$ cat src/rtl/regfile_scoreboard_arbiter.sv
// regfile_scoreboard_arbiter: round-robin ALU/LSU writeback arbiter driving the register file write port,
// plus a per-register busy scoreboard that stalls issue on RAW/WAW hazards until the producer commits.
module regfile_scoreboard_arbiter #(
    parameter int WORD = 32,
    parameter int REGISTER_NUMBER = 32,
    localparam int RW = $clog2(REGISTER_NUMBER)
) (
    input  logic                       clk,
    input  logic                       reset,
    input  logic                       issue_valid,
    input  logic [RW-1:0]              issue_rs1,
    input  logic [RW-1:0]              issue_rs2,
    input  logic [RW-1:0]              issue_rd,
    input  logic                       issue_rd_we,
    output logic                       issue_ready,
    input  logic                       alu_wb_valid,
    input  logic [RW-1:0]              alu_wb_rd,
    input  logic [WORD-1:0]            alu_wb_data,
    output logic                       alu_wb_ready,
    input  logic                       lsu_wb_valid,
    input  logic [RW-1:0]              lsu_wb_rd,
    input  logic [WORD-1:0]            lsu_wb_data,
    output logic                       lsu_wb_ready,
    output logic                       rf_write_enable,
    output logic [RW-1:0]              rf_write_select,
    output logic [WORD-1:0]            rf_data_in,
    output logic [REGISTER_NUMBER-1:0] busy_vec,
    output logic                       wb_error
);
    localparam logic [REGISTER_NUMBER-1:0] ONE = 1;
    logic [REGISTER_NUMBER-1:0] busy;
    logic [REGISTER_NUMBER-1:0] set_vec;
    logic [REGISTER_NUMBER-1:0] clr_vec;
    logic                       last_lsu;
    logic                       alu_grant;
    logic                       lsu_grant;
    logic                       fire;
    logic [RW-1:0]              grant_rd;
    logic [WORD-1:0]            grant_data;
    assign alu_wb_ready = alu_grant;
    assign lsu_wb_ready = lsu_grant;
    assign busy_vec     = busy;
    always_comb begin
        alu_grant   = alu_wb_valid && (!lsu_wb_valid || last_lsu);
        lsu_grant   = lsu_wb_valid && !alu_grant;
        grant_rd    = alu_grant ? alu_wb_rd : lsu_wb_rd;
        grant_data  = alu_grant ? alu_wb_data : lsu_wb_data;
        issue_ready = !busy[issue_rs1] && !busy[issue_rs2] && !(issue_rd_we && busy[issue_rd]);
        fire        = issue_valid && issue_ready && issue_rd_we && issue_rd != '0;
        set_vec     = fire ? ONE << issue_rd : '0;
        clr_vec     = rf_write_enable ? ONE << rf_write_select : '0;
    end
    // set is applied after clear so a new producer of the committing register stays pending
    always_ff @(posedge clk) begin
        if (reset) begin
            busy            <= '0;
            rf_write_enable <= 1'b0;
            rf_write_select <= '0;
            rf_data_in      <= '0;
            wb_error        <= 1'b0;
            last_lsu        <= 1'b1;
        end else begin
            busy            <= ((busy & ~clr_vec) | set_vec) & ~ONE;
            rf_write_enable <= (alu_grant || lsu_grant) && grant_rd != '0;
            if (alu_grant || lsu_grant) begin
                rf_write_select <= grant_rd;
                rf_data_in      <= grant_data;
                last_lsu        <= lsu_grant;
            end
            if (rf_write_enable && !busy[rf_write_select])
                wb_error <= 1'b1;
        end
    end
endmodule

$ cat config.mk
export PLATFORM = sky130hd
export DESIGN_NAME = regfile_scoreboard_arbiter
export DESIGN_NICKNAME = d
export VERILOG_FILES = /design/src/rtl/regfile_scoreboard_arbiter.sv
export SDC_FILE = /design/constraint.sdc
export NUM_CORES = 1
export LEC_CHECK = 0
export BUFFER_PORTS_ARGS = -buffer_cell sky130_fd_sc_hd__buf_2
export CAP_MARGIN = 20
export CORE_MARGIN = 2
export CORE_UTILIZATION = 45
export DETAILED_ROUTE_END_ITERATION = 10
export PLACE_DENSITY = 0.75
export SETUP_SLACK_MARGIN = 0.1
export SLEW_MARGIN = 20
export SYNTH_ARGS = -nofsm -noshare
export SYNTH_HDL_FRONTEND = slang
export SYNTH_SLANG_ARGS = --single-unit
$ cat constraint.sdc
create_clock -name clk -period 3.4 [get_ports clk]
set_input_delay 0.85 -clock clk [delete_from_list [all_inputs] [get_ports clk]]
set_output_delay 0.85 -clock clk [all_outputs]
set_load 0.02 [all_outputs]
==> results.py <==
metrics = {
    "clock_network": {
        "clock-sinks": 71,
        "cts_root_buf": "clkbuf_8",
        "cts_htree_levels": 3,
        "insertion_delay_ns": 0.35,
        "cts_made_buffers": 9,
        "cts_buffer_depth": 2,
        "path_clk_slew_ns": 0.08,
        "cts_tree": "yes",
    },
    "timing": {
        "timing.final.ws_setup_ns": 0.179,
        "period_needed_ns": 3.22,
        "holdWs_ns": 0.479,
        "rsz0062_at_grt": "no",
        "max_slew.worst_pin.slew_ns": 0.916,
        "setup_tns_ns": 0,
        "fmax_mhz": 310,
        "fin_crit_sh": 0.947,
        "timing.slew.headroom": 0.385,
        "maxSlewViolCount": 0,
        "clock_skew_ns": 0.0124,
        "setup_viol_count_final": 0,
        "hold_viol_final": 0,
    },
    "synth": {
        "yosysWarnings": 0,
        "synth_top_area_frac": 0.335,
        "synth_nets": 565,
        "synth_edf_count": 0,
        "synth-seq-cells": 71,
        "synthesis.area_um2": 4240,
        "seq_area_frac_synth": 0.335,
        "synthTopCellsByArea": "dfxtp_1 34%, mux2i_1 16%, mux4_2 9.0%",
        "ys_types": 44,
        "synth_ff_type": "dfxtp_1",
        "synth_common_cells": "71 x dfxtp_1, 66 x mux2i_1, 49 x nor2_1",
        "synth_top_area_cell": "dfxtp_1",
        "avgSynthCellArea_um2": 9.02,
        "yosysMostFrequentCell": "dfxtp_1",
        "synthArstFlopShare": 0,
        "synthCells": 470,
    },
    "drt": {
        "drc": 0,
        "vias": 4540,
        "routedWlPerCell_um": 20.1,
        "first_iter_violations": 552,
        "dr.pass1.iters": 5,
        "routed_via_density": 6.22,
        "totalWireLength_um": 14700,
        "ant_nets": 0,
    },
    "power_and_ir_drop": {
        "leakagePower_nw": 2.39,
        "peakVddDrop_mv": 0.251,
        "powerDensity_nw_per_um2": 389,
    },
    "setup_path": {
        "reg2reg_slack_ns": 0.96,
        "cp_num_buf_inv": 2,
        "critPathRequiredTime_ns": 2.55,
        "worst_ep_arrival_time_ns": 2.37,
        "critPathSlowestCell": "mux4_2",
        "critical_path_class": "in -> out",
        "worstReg2RegStart": "busy_vec[11]",
        "critPathTopFamily": "multiplexers",
        "crit_path_start_kind": "input pin",
        "worst_r2r_path_depth": 7,
        "worstPathMaxFanout": 10,
        "cp-end-kind": "output pin",
        "path_cells": "buf_2 > mux4_2 > a21oi_1 > o21ai_0 > nor4_2 > and2_1 > buf_4",
        "r2r_end": "busy_vec[3]",
        "crit_path_max_incr_delay_ns": 0.53,
    },
    "grt": {
        "grt-ovfl-total": 0,
        "grt_usage": 0.285,
        "grt_util_met2": 0.450,
        "grt_pass1_wl_um": 22600,
        "grt_max_degree": 49,
        "grt_util_met3": 0.0624,
        "grt_util_met1": 0.363,
        "antenna_found_initial": 0,
        "grt_busiest_layer": "met2",
        "grt_pass1_vias": 4369,
    },
    "hold_path": {
        "min_from": "wb_error",
        "hold_path_class": "reg -> reg",
        "hold_end": "wb_error",
        "hold_depth": 2,
    },
    "finish": {
        "nets": 709,
        "area_delta_synth_final_pct": 27.1,
        "n_antenna_cell": 0,
        "drive_above_1_share": 0.357,
        "fin_util": 0.586,
        "fin_cells": 730,
    },
    "die": {
        "die_area_um2": 10200,
        "die_w_um": 101,
        "core-area_um2": 9200,
        "initial_utilization": 0.461,
        "fp.dieH_um": 101,
        "pin_count": 169,
        "rows": 35,
    },
    "run_status": {
        "status": "completed",
    },
    "placed_design": {
        "dp.cells": 714,
        "dp_hpwl_um": 10500,
        "dp_slack_ns": 0.0368,
        "gp_congestion": 0.923,
        "io_buffer_count": 167,
    },
    "flow_run": {
        "cap_violations": 0,
    },
}
layout make-up:
cell class              count  area (um^2)
clock buffers               9          124
clock inverters             7         97.6
fillers                   830         3800
inverters                   7         26.3
multi-input cells         347         2640
flip-flops and latches     71         1420
well taps                 111          139
repair buffers            178          946
state kept, by name (all words and copies together) (netlist names):
signal / flops
busy_vec: 31
last_lsu: 1
rf_data_in: 32
rf_write_enable: 1
rf_write_select: 5
wb_error: 1
timing repair:
item / in CTS / in global routing
gates resized for setup: 3 / 7
setup buffers: 0 / 0
setup endpoints to repair: 1 / 1
pin swaps: 1 / 3
hold buffers: 0 / 0
metrics by stage:
| step | total power [W] | area [um^2] |
|---|---|---|
| after detailed placement | 0.00134 | 5120 |
| after CTS | 0.00211 | 5360 |
| final | 0.00210 | 5390 |
| after floorplan | 0.00119 | 4240 |
| after global placement | 0.00133 | 5120 |
| after global routing | 0.00219 | 5390 |
routing by layer:
layer / vias to the layer above / part of all wire / wire [um]
met5: - / 0 / 0
met1: 2102 / 0.40 / 5870
li1: 2076 / - / -
met3: 56 / 0.10 / 1470
met4: 0 / 0.041 / 599
met2: 306 / 0.46 / 6760
cells in the final DEF, fill, tap and decap left out, drive strengths merged, types with 4 or more instances in the layout:
cell,netlist,routed
o211ai,11,11
inv,6,6
o21ai,6,6
clkinv,1,4
mux4,17,17
buf,13,177
o41ai,9,9
o311ai,4,4
a22oi,5,5
nor2b,4,4
dfxtp,71,71
mux2i,66,66
a21oi,5,5
nand2,36,36
nand3,28,28
nand3b,5,5
o31ai,21,21
nand2b,9,9
nor2,49,49
a211oi,37,37
clkbuf,32,10
how the worst max path moves through the flow:
stage / startpoint / end / depth (start not counted)
global placement: issue_rs2[0] / issue_ready / 7
detailed placement: issue_rs2[0] / issue_ready / 7
CTS: issue_rs2[0] / issue_ready / 7
floorplan: issue_rd[1] / issue_ready / 8
global route: issue_rs2[0] / issue_ready / 7
finish: issue_rs1[0] / issue_ready / 7
cells by family after synthesis:
family                 count (synthesis)  share of synthesized area
AND/OR/NAND/NOR                      152                      0.170
AO/OA/AOI/OAI                        108                      0.190
multiplexers                          86                      0.254
flip-flops                            71                      0.335
buffers and inverters                 52                     0.0505
other                                  1                   0.000884
tightest hold or removal path, stage by stage, from the launching register on:
cell	delay, ns
dfxtp_1	0.33
a21oi_1	0.04
nor2_1	0.07
report_power, final:
| group | leakage (nW) | switching (W) | internal, W | total (W) |
|---|---|---|---|---|
| registers | 0.583 | 0.0000451 | 0.000874 | 0.000919 |
| clock network | 0.105 | 0.000351 | 0.000414 | 0.000765 |
| logic | 1.70 | 0.000247 | 0.000168 | 0.000415 |
| total | 2.39 | 0.000643 | 0.00146 | 0.00210 |
Note: power is estimated with default switching activity, not from simulation.
